### src/rtl/uart_tx_unit_if.sv
`default_nettype none
// +----------------------------------------------------------------------------+
// | Module      : uart_tx_unit_if                                              |
// | Description : Byte/strobe handshake between the debugger and the UART TX.  |
// | Revision    : 1.0 - initial release                                        |
// +----------------------------------------------------------------------------+
interface uart_tx_unit_if #(
  parameter int DATA_BITS = 8
);
  logic                 i_tx_start;
  logic [DATA_BITS-1:0] i_data;
  logic                 o_tx;
  logic                 o_tx_busy;
  logic                 o_tx_done;

  modport master (
    output i_tx_start,
    output i_data,
    input  o_tx,
    input  o_tx_busy,
    input  o_tx_done
  );

  modport slave (
    input  i_tx_start,
    input  i_data,
    output o_tx,
    output o_tx_busy,
    output o_tx_done
  );
endinterface
`default_nettype wire

### src/rtl/uart_tx_unit.sv
`default_nettype none
// +----------------------------------------------------------------------------+
// | Module      : uart_tx_unit                                                 |
// | Description : UART transmitter, LSB-first, own 16x baud tick generator.    |
// |               Optional parity bit when UART_PARITY_EN is defined.          |
// | Revision    : 1.0 - initial release                                        |
// +----------------------------------------------------------------------------+
module uart_tx_unit #(
  parameter int CLK_FREQ   = 50_000_000,
  parameter int BAUD_RATE  = 19_200,
  parameter int DATA_BITS  = 8,
  parameter int STOP_TICKS = 16,
  parameter int PARITY_ODD = 0
) (
  input  wire logic        clk,
  input  wire logic        rst,
  uart_tx_unit_if.slave    bus
);

  localparam int DIVISOR = CLK_FREQ / (BAUD_RATE * 16);
  localparam int DIV_W   = (DIVISOR > 2) ? $clog2(DIVISOR) : 1;
  localparam int BCNT_W  = $clog2(DATA_BITS) + 1;

  localparam logic [DIV_W-1:0]  c_div_last  = DIV_W'(DIVISOR - 1);
  localparam logic [4:0]        c_bit_last  = 5'd15;
  localparam logic [4:0]        c_stop_last = 5'(STOP_TICKS - 1);
  localparam logic [BCNT_W-1:0] c_data_last = BCNT_W'(DATA_BITS - 1);

  // Elaboration-time guard on configurations the counters cannot represent.
  if ((DIVISOR < 2) || (STOP_TICKS < 1) || (STOP_TICKS > 31) || (DATA_BITS < 2) ||
      (PARITY_ODD < 0) || (PARITY_ODD > 1)) begin : g_bad_cfg
    $error("uart_tx_unit: unsupported parameter combination");
  end

`ifdef UART_PARITY_EN
  typedef enum logic [2:0] {
    S_IDLE   = 3'd0,
    S_START  = 3'd1,
    S_DATA   = 3'd2,
    S_PARITY = 3'd3,
    S_STOP   = 3'd4
  } state_t;
`else
  typedef enum logic [2:0] {
    S_IDLE   = 3'd0,
    S_START  = 3'd1,
    S_DATA   = 3'd2,
    S_STOP   = 3'd4
  } state_t;
`endif

  state_t                state_q, state_d;
  logic [DIV_W-1:0]      div_q, div_d;
  logic [4:0]            tcnt_q, tcnt_d;
  logic [BCNT_W-1:0]     bcnt_q, bcnt_d;
  logic [DATA_BITS-1:0]  shift_q, shift_d;
  logic                  tx_q, tx_d;
  logic                  busy_q, busy_d;
  logic                  done_q, done_d;
`ifdef UART_PARITY_EN
  logic                  par_q, par_d;
`endif

  logic                  tick;
  logic                  bit_end;
  logic                  stop_end;
  logic [DATA_BITS-1:0]  shift_nx;

  assign tick     = (div_q == c_div_last);
  assign bit_end  = tick && (tcnt_q == c_bit_last);
  assign stop_end = tick && (tcnt_q == c_stop_last);
  assign shift_nx = shift_q >> 1;

  always_ff @(posedge clk) begin
    if (rst) begin
      state_q <= S_IDLE;
      div_q   <= '0;
      tcnt_q  <= '0;
      bcnt_q  <= '0;
      shift_q <= '0;
      tx_q    <= 1'b1;
      busy_q  <= 1'b0;
      done_q  <= 1'b0;
`ifdef UART_PARITY_EN
      par_q   <= 1'b0;
`endif
    end else begin
      state_q <= state_d;
      div_q   <= div_d;
      tcnt_q  <= tcnt_d;
      bcnt_q  <= bcnt_d;
      shift_q <= shift_d;
      tx_q    <= tx_d;
      busy_q  <= busy_d;
      done_q  <= done_d;
`ifdef UART_PARITY_EN
      par_q   <= par_d;
`endif
    end
  end

  always_comb begin
    state_d = state_q;
    div_d   = tick ? '0 : div_q + 1'b1;
    tcnt_d  = tick ? tcnt_q + 5'd1 : tcnt_q;
    bcnt_d  = bcnt_q;
    shift_d = shift_q;
    tx_d    = tx_q;
    busy_d  = busy_q;
    done_d  = 1'b0;
`ifdef UART_PARITY_EN
    par_d   = par_q;
`endif

    unique case (state_q)
      S_IDLE: begin
        div_d  = '0;
        tcnt_d = '0;
        tx_d   = 1'b1;
        busy_d = 1'b0;
        // The done cycle is already IDLE in the register, but a start there is refused.
        if (bus.i_tx_start && !done_q) begin
          state_d = S_START;
          shift_d = bus.i_data;
          bcnt_d  = '0;
          tx_d    = 1'b0;
          busy_d  = 1'b1;
`ifdef UART_PARITY_EN
          par_d   = (^bus.i_data) ^ PARITY_ODD[0];
`endif
        end
      end

      S_START: begin
        if (bit_end) begin
          state_d = S_DATA;
          tcnt_d  = '0;
          bcnt_d  = '0;
          tx_d    = shift_q[0];
        end
      end

      S_DATA: begin
        if (bit_end) begin
          tcnt_d  = '0;
          shift_d = shift_nx;
          if (bcnt_q == c_data_last) begin
`ifdef UART_PARITY_EN
            state_d = S_PARITY;
            tx_d    = par_q;
`else
            state_d = S_STOP;
            tx_d    = 1'b1;
`endif
          end else begin
            bcnt_d = bcnt_q + 1'b1;
            tx_d   = shift_nx[0];
          end
        end
      end

`ifdef UART_PARITY_EN
      S_PARITY: begin
        if (bit_end) begin
          state_d = S_STOP;
          tcnt_d  = '0;
          tx_d    = 1'b1;
        end
      end
`endif

      S_STOP: begin
        if (stop_end) begin
          state_d = S_IDLE;
          tcnt_d  = '0;
          div_d   = '0;
          tx_d    = 1'b1;
          busy_d  = 1'b0;
          done_d  = 1'b1;
        end
      end

      default: begin
        state_d = S_IDLE;
        div_d   = '0;
        tcnt_d  = '0;
        tx_d    = 1'b1;
        busy_d  = 1'b0;
      end
    endcase
  end

  assign bus.o_tx      = tx_q;
  assign bus.o_tx_busy = busy_q;
  assign bus.o_tx_done = done_q;

endmodule
`default_nettype wire

### src/flat_wrapper.sv
// flat-port wrapper written by rule: the top's interface ports become plain ports
module uart_tx_unit_flat 
#(
  parameter int CLK_FREQ   = 50_000_000,
  parameter int BAUD_RATE  = 19_200,
  parameter int DATA_BITS  = 8,
  parameter int STOP_TICKS = 16,
  parameter int PARITY_ODD = 0
)
  (clk, rst, bus_i_tx_start, bus_i_data, bus_o_tx, bus_o_tx_busy, bus_o_tx_done);
  uart_tx_unit_if #(.DATA_BITS(DATA_BITS)) bus_i ();
  input  wire logic clk;
  input  wire logic rst;
  input wire logic [$bits(bus_i.i_tx_start)-1:0] bus_i_tx_start;
  input wire logic [$bits(bus_i.i_data)-1:0] bus_i_data;
  output wire logic [$bits(bus_i.o_tx)-1:0] bus_o_tx;
  output wire logic [$bits(bus_i.o_tx_busy)-1:0] bus_o_tx_busy;
  output wire logic [$bits(bus_i.o_tx_done)-1:0] bus_o_tx_done;
  assign bus_i.i_tx_start = bus_i_tx_start;
  assign bus_i.i_data = bus_i_data;
  assign bus_o_tx = bus_i.o_tx;
  assign bus_o_tx_busy = bus_i.o_tx_busy;
  assign bus_o_tx_done = bus_i.o_tx_done;
  uart_tx_unit #(.CLK_FREQ(CLK_FREQ), .BAUD_RATE(BAUD_RATE), .DATA_BITS(DATA_BITS), .STOP_TICKS(STOP_TICKS), .PARITY_ODD(PARITY_ODD)) u_core (.clk(clk), .rst(rst), .bus(bus_i));
endmodule
### config.mk
export PLATFORM = sky130hd
export DESIGN_NAME = uart_tx_unit_flat
export DESIGN_NICKNAME = d
export VERILOG_FILES = /design/src/rtl/uart_tx_unit_if.sv /design/src/rtl/uart_tx_unit.sv /design/src/flat_wrapper.sv
export SDC_FILE = /design/constraint.sdc
export NUM_CORES = 1
export LEC_CHECK = 0
export CAP_MARGIN = 20
export CORE_MARGIN = 4
export CORE_UTILIZATION = 40
export CTS_CLUSTER_SIZE = 10
export DETAILED_ROUTE_END_ITERATION = 8
export PLACE_DENSITY_LB_ADDON = 0.3
export SYNTH_ARGS = -nofsm -noshare
export SYNTH_HDL_FRONTEND = slang
export SYNTH_SLANG_ARGS = --single-unit
### constraint.sdc
create_clock -name clk -period 2.3 [get_ports clk]
set_input_delay 0.23 -clock clk [delete_from_list [all_inputs] [get_ports clk]]
set_output_delay 0.23 -clock clk [all_outputs]
set_load 0.01 [all_outputs]
==> reports/metrics.yaml <==
outcome:
  run_status: "complete, no violations"
logic_synthesis:
  netlist_instances: 168
  netlist.area_leader.share: 0.391
  ys_top_cells_by_count: "31 x sky130_fd_sc_hd__dfxtp_1, 17 x sky130_fd_sc_hd__a21oi_1, 16 x sky130_fd_sc_hd__nor2_1, 8 x sky130_fd_sc_hd__mux2i_1"
  synth.largest_area_cell: "sky130_fd_sc_hd__dfxtp_1"
  synthFlopType: "sky130_fd_sc_hd__dfxtp_1"
  synth_area_um2: 1590
  number_of_synthesized_flops_with_an_enable_pin: 0
  synth-warning-count: 0
  postSynthRegisterBits: 31
  synthesis.nets: 184
  yosys.cell_count.top_type: "sky130_fd_sc_hd__dfxtp_1"
  synth_sequential_area_ratio: 0.391
  avg_synthesized_cell_area_um2: 9.45
  yosysUniqueCellTypes: 46
  async_flop_share: 0
  synth_top_cells_by_area: "sky130_fd_sc_hd__dfxtp_1 39%, sky130_fd_sc_hd__a21oi_1 5.4%, sky130_fd_sc_hd__mux2i_1 5.0%"
cts:
  ctsResizeCount: 0
  holdBufCountCts: 0
  clock_insertion_delay_worst_skew_ns: 0.29
  clk_pin_slew_ns: 0.07
  cts.sink_count: 31
  cts-buffers-inserted: 5
  cts.root.buffer_cell: "sky130_fd_sc_hd__clkbuf_8"
  clk_path_buf_depth: 2
  htree_num_levels: 2
  tritoncts: "yes"
  post-cts-setup-buffer-count: 0
timing:
  layout_setup_ws_ns: 0.316
  worst_slew_pin_slew_ns: 0.527
  hold_viol_final: 0
  rsz0062_at_grt: "false"
  timing.fmax_mhz: 504
  timing.hold.ws_ns: 0.486
  layout_worst_path_cycle_share: 0.863
  fin_crit_ns: 1.98
  max_slew_margin: 0.648
  totalNegativeSetupSlack_ns: 0
  timing.final.max_slew_violations: 0
  final_setup_vio_count: 0
  skew_ns: 0.00863
cells_and_area:
  stdcell_count: 229
  design.final.nets: 196
  antenna-diode-count: 0
  synthToLayoutAreaGrowth_pct: 15.4
  drive_above_1_share: 0.122
worst_setup_path:
  timing_worst_setup_path_type: "reg -> reg"
  crit_path_max_fanout: 8
  cp_num_buf_inv: 0
  critPathMaxStageDelay_ns: 0.50
  path_cells: "ha_1, and3_1, ha_1, and4bb_2, nand2_1, or4_1, a21oi_1"
  cp_slowest_cell: "sky130_fd_sc_hd__or4_1"
  cp_top_family: "simple AND/OR/NAND/NOR gates"
  critical_path_endpoint_category: "register"
  timing.critical_path.required_ns: 2.51
  worst-endpoint-arrival_ns: 2.20
  worst_path_most_repeated_cell: "sky130_fd_sc_hd__ha_1"
  startpoint_type: "register"
global_route:
  pin_count_of_the_biggest_net_entering_global_routing: 18
  track_usage: 0.135
  first_global_vias: 1248
  grt_overflow: 0
  grt_first_pass_wirelength_um: 5630
  initial_antenna_violation_count: 0
route:
  drt-wirelength-per-cell_um: 13.7
  detail_route.drc_violations: 0
  finalWirelength_um: 3140
  dr_total_vias: 1260
  dr.first_iter.drc_count: 40
  drt-vias-per-instance: 5.50
  antenna_left: 0
  drtPass1Iterations: 4
die:
  fp.dieH_um: 71.0
  die_area_um2: 5040
  floorplan.io_pins: 14
  standard_cell_rows: 22
  fp.coreArea_um2: 3740
  floorplan.initialDensity: 0.424
  die-width_um: 71.0
min_path:
  hold_class: "reg -> reg"
pwr:
  cell_internal_pwr_uw: 958
  seqPwrFrac: 0.464
  comb_power_share: 0.086
  total_leakage_power_nw: 0.698
  vdd_drop_max_v: 0.000345
  p_total_mw: 1.23
  power_switching_uw: 271
  power.density_nw_per_um2: 670
  power.switching_fraction: 0.220
  power_frac_clock: 0.450
placement:
  dpl.cell_count: 221
  post-dp-hpwl_um: 2290
  place_ws_ns: 0.336
  routability_congestion: 0.766
  io_buffer_count: 13
flow_run:
  maxCapViolations: 0
[registers in the layout, summed over array words and instances, names as in the netlist]
register,count
u_core.shift_q,8
u_core.bus.o_tx_done,1
u_core.tcnt_q,5
u_core.bus.o_tx,1
u_core.bcnt_q,4
u_core.state_q,3
u_core.bus.o_tx_busy,1
u_core.div_q,8
[final timing paths]
| path | start | end | slack (ns) | cells after the start |
|---|---|---|---|---|
| max | u_core.tcnt_q[1] | u_core.state_q[2] | 0.32 | 7 |
| min | u_core.bus.o_tx_busy | u_core.bus.o_tx_busy | 0.49 | 2 |
| max reg2reg | u_core.tcnt_q[1] | u_core.state_q[2] | 0.32 | 7 |
| min reg2reg | u_core.bus.o_tx_busy | u_core.bus.o_tx_busy | 0.49 | 2 |
[cell type report]
cell class	count	area (um2)
Timing Repair Buffer	16	153
Clock inverter	2	35.0
Inverter	4	15.0
Tap cell	48	60.1
Fill cell	371	1910
Multi-Input combinational cell	122	867
Clock buffer	6	82.6
Sequential cell	31	621
[layer usage]
metal  GRT usage  vias up  share of wire
li1            -      645              -
met1       0.174      585           0.49
met2       0.216       21           0.45
met3      0.0369        9          0.040
met4      0.0522        0          0.019
met5           0        -              0
[through the flow]
step                 util  area [um2]
floorplan               -        1590
CTS                 0.490        1830
detailed placement  0.458        1720
global placement    0.458        1720
finish              0.490        1830
global route        0.490        1830
[kinds of logic (layout without fill, tap and decap cells)]
group	after synthesis	count (layout)	synth area share
AO/OA/AOI/OAI	42	42	0.187
XOR/XNOR	10	10	0.0552
multiplexers	8	8	0.0504
flip-flops	31	31	0.391
adder cells (fa/ha/maj)	5	5	0.0394
AND/OR/NAND/NOR	57	57	0.214
buffers and inverters	15	28	0.0630
[power by group through the flow]
stage	Clock (mW)	Combinational, mW	Sequential, mW
after detailed placement	0	0.105	0.582
after floorplan	0	0.0709	0.577
after global placement	0	0.102	0.581
after CTS	0.559	0.106	0.570
after global routing	0.588	0.118	0.572
final	0.553	0.105	0.570
[cells in the final DEF (no fill, tap or decap), drive strengths merged, types with 5 or more instances in the layout]
cell type / synthesis / routed
dfxtp: 31 / 31
xor2: 6 / 6
nor2: 16 / 16
clkbuf: 3 / 6
mux2i: 8 / 8
a21oi: 18 / 18
ha: 5 / 5
a311oi: 7 / 7
nand3: 7 / 7
o21ai: 5 / 5
clkdlybuf4s50: 0 / 13
and3: 6 / 6
[tightest hold or removal path, stage by stage, from the launching register on]
cell and delay [ns]:
sky130_fd_sc_hd__dfxtp_1 0.31, sky130_fd_sc_hd__o21ai_0 0.07, sky130_fd_sc_hd__a21oi_1 0.06
Power figures use the tool's default switching activity.
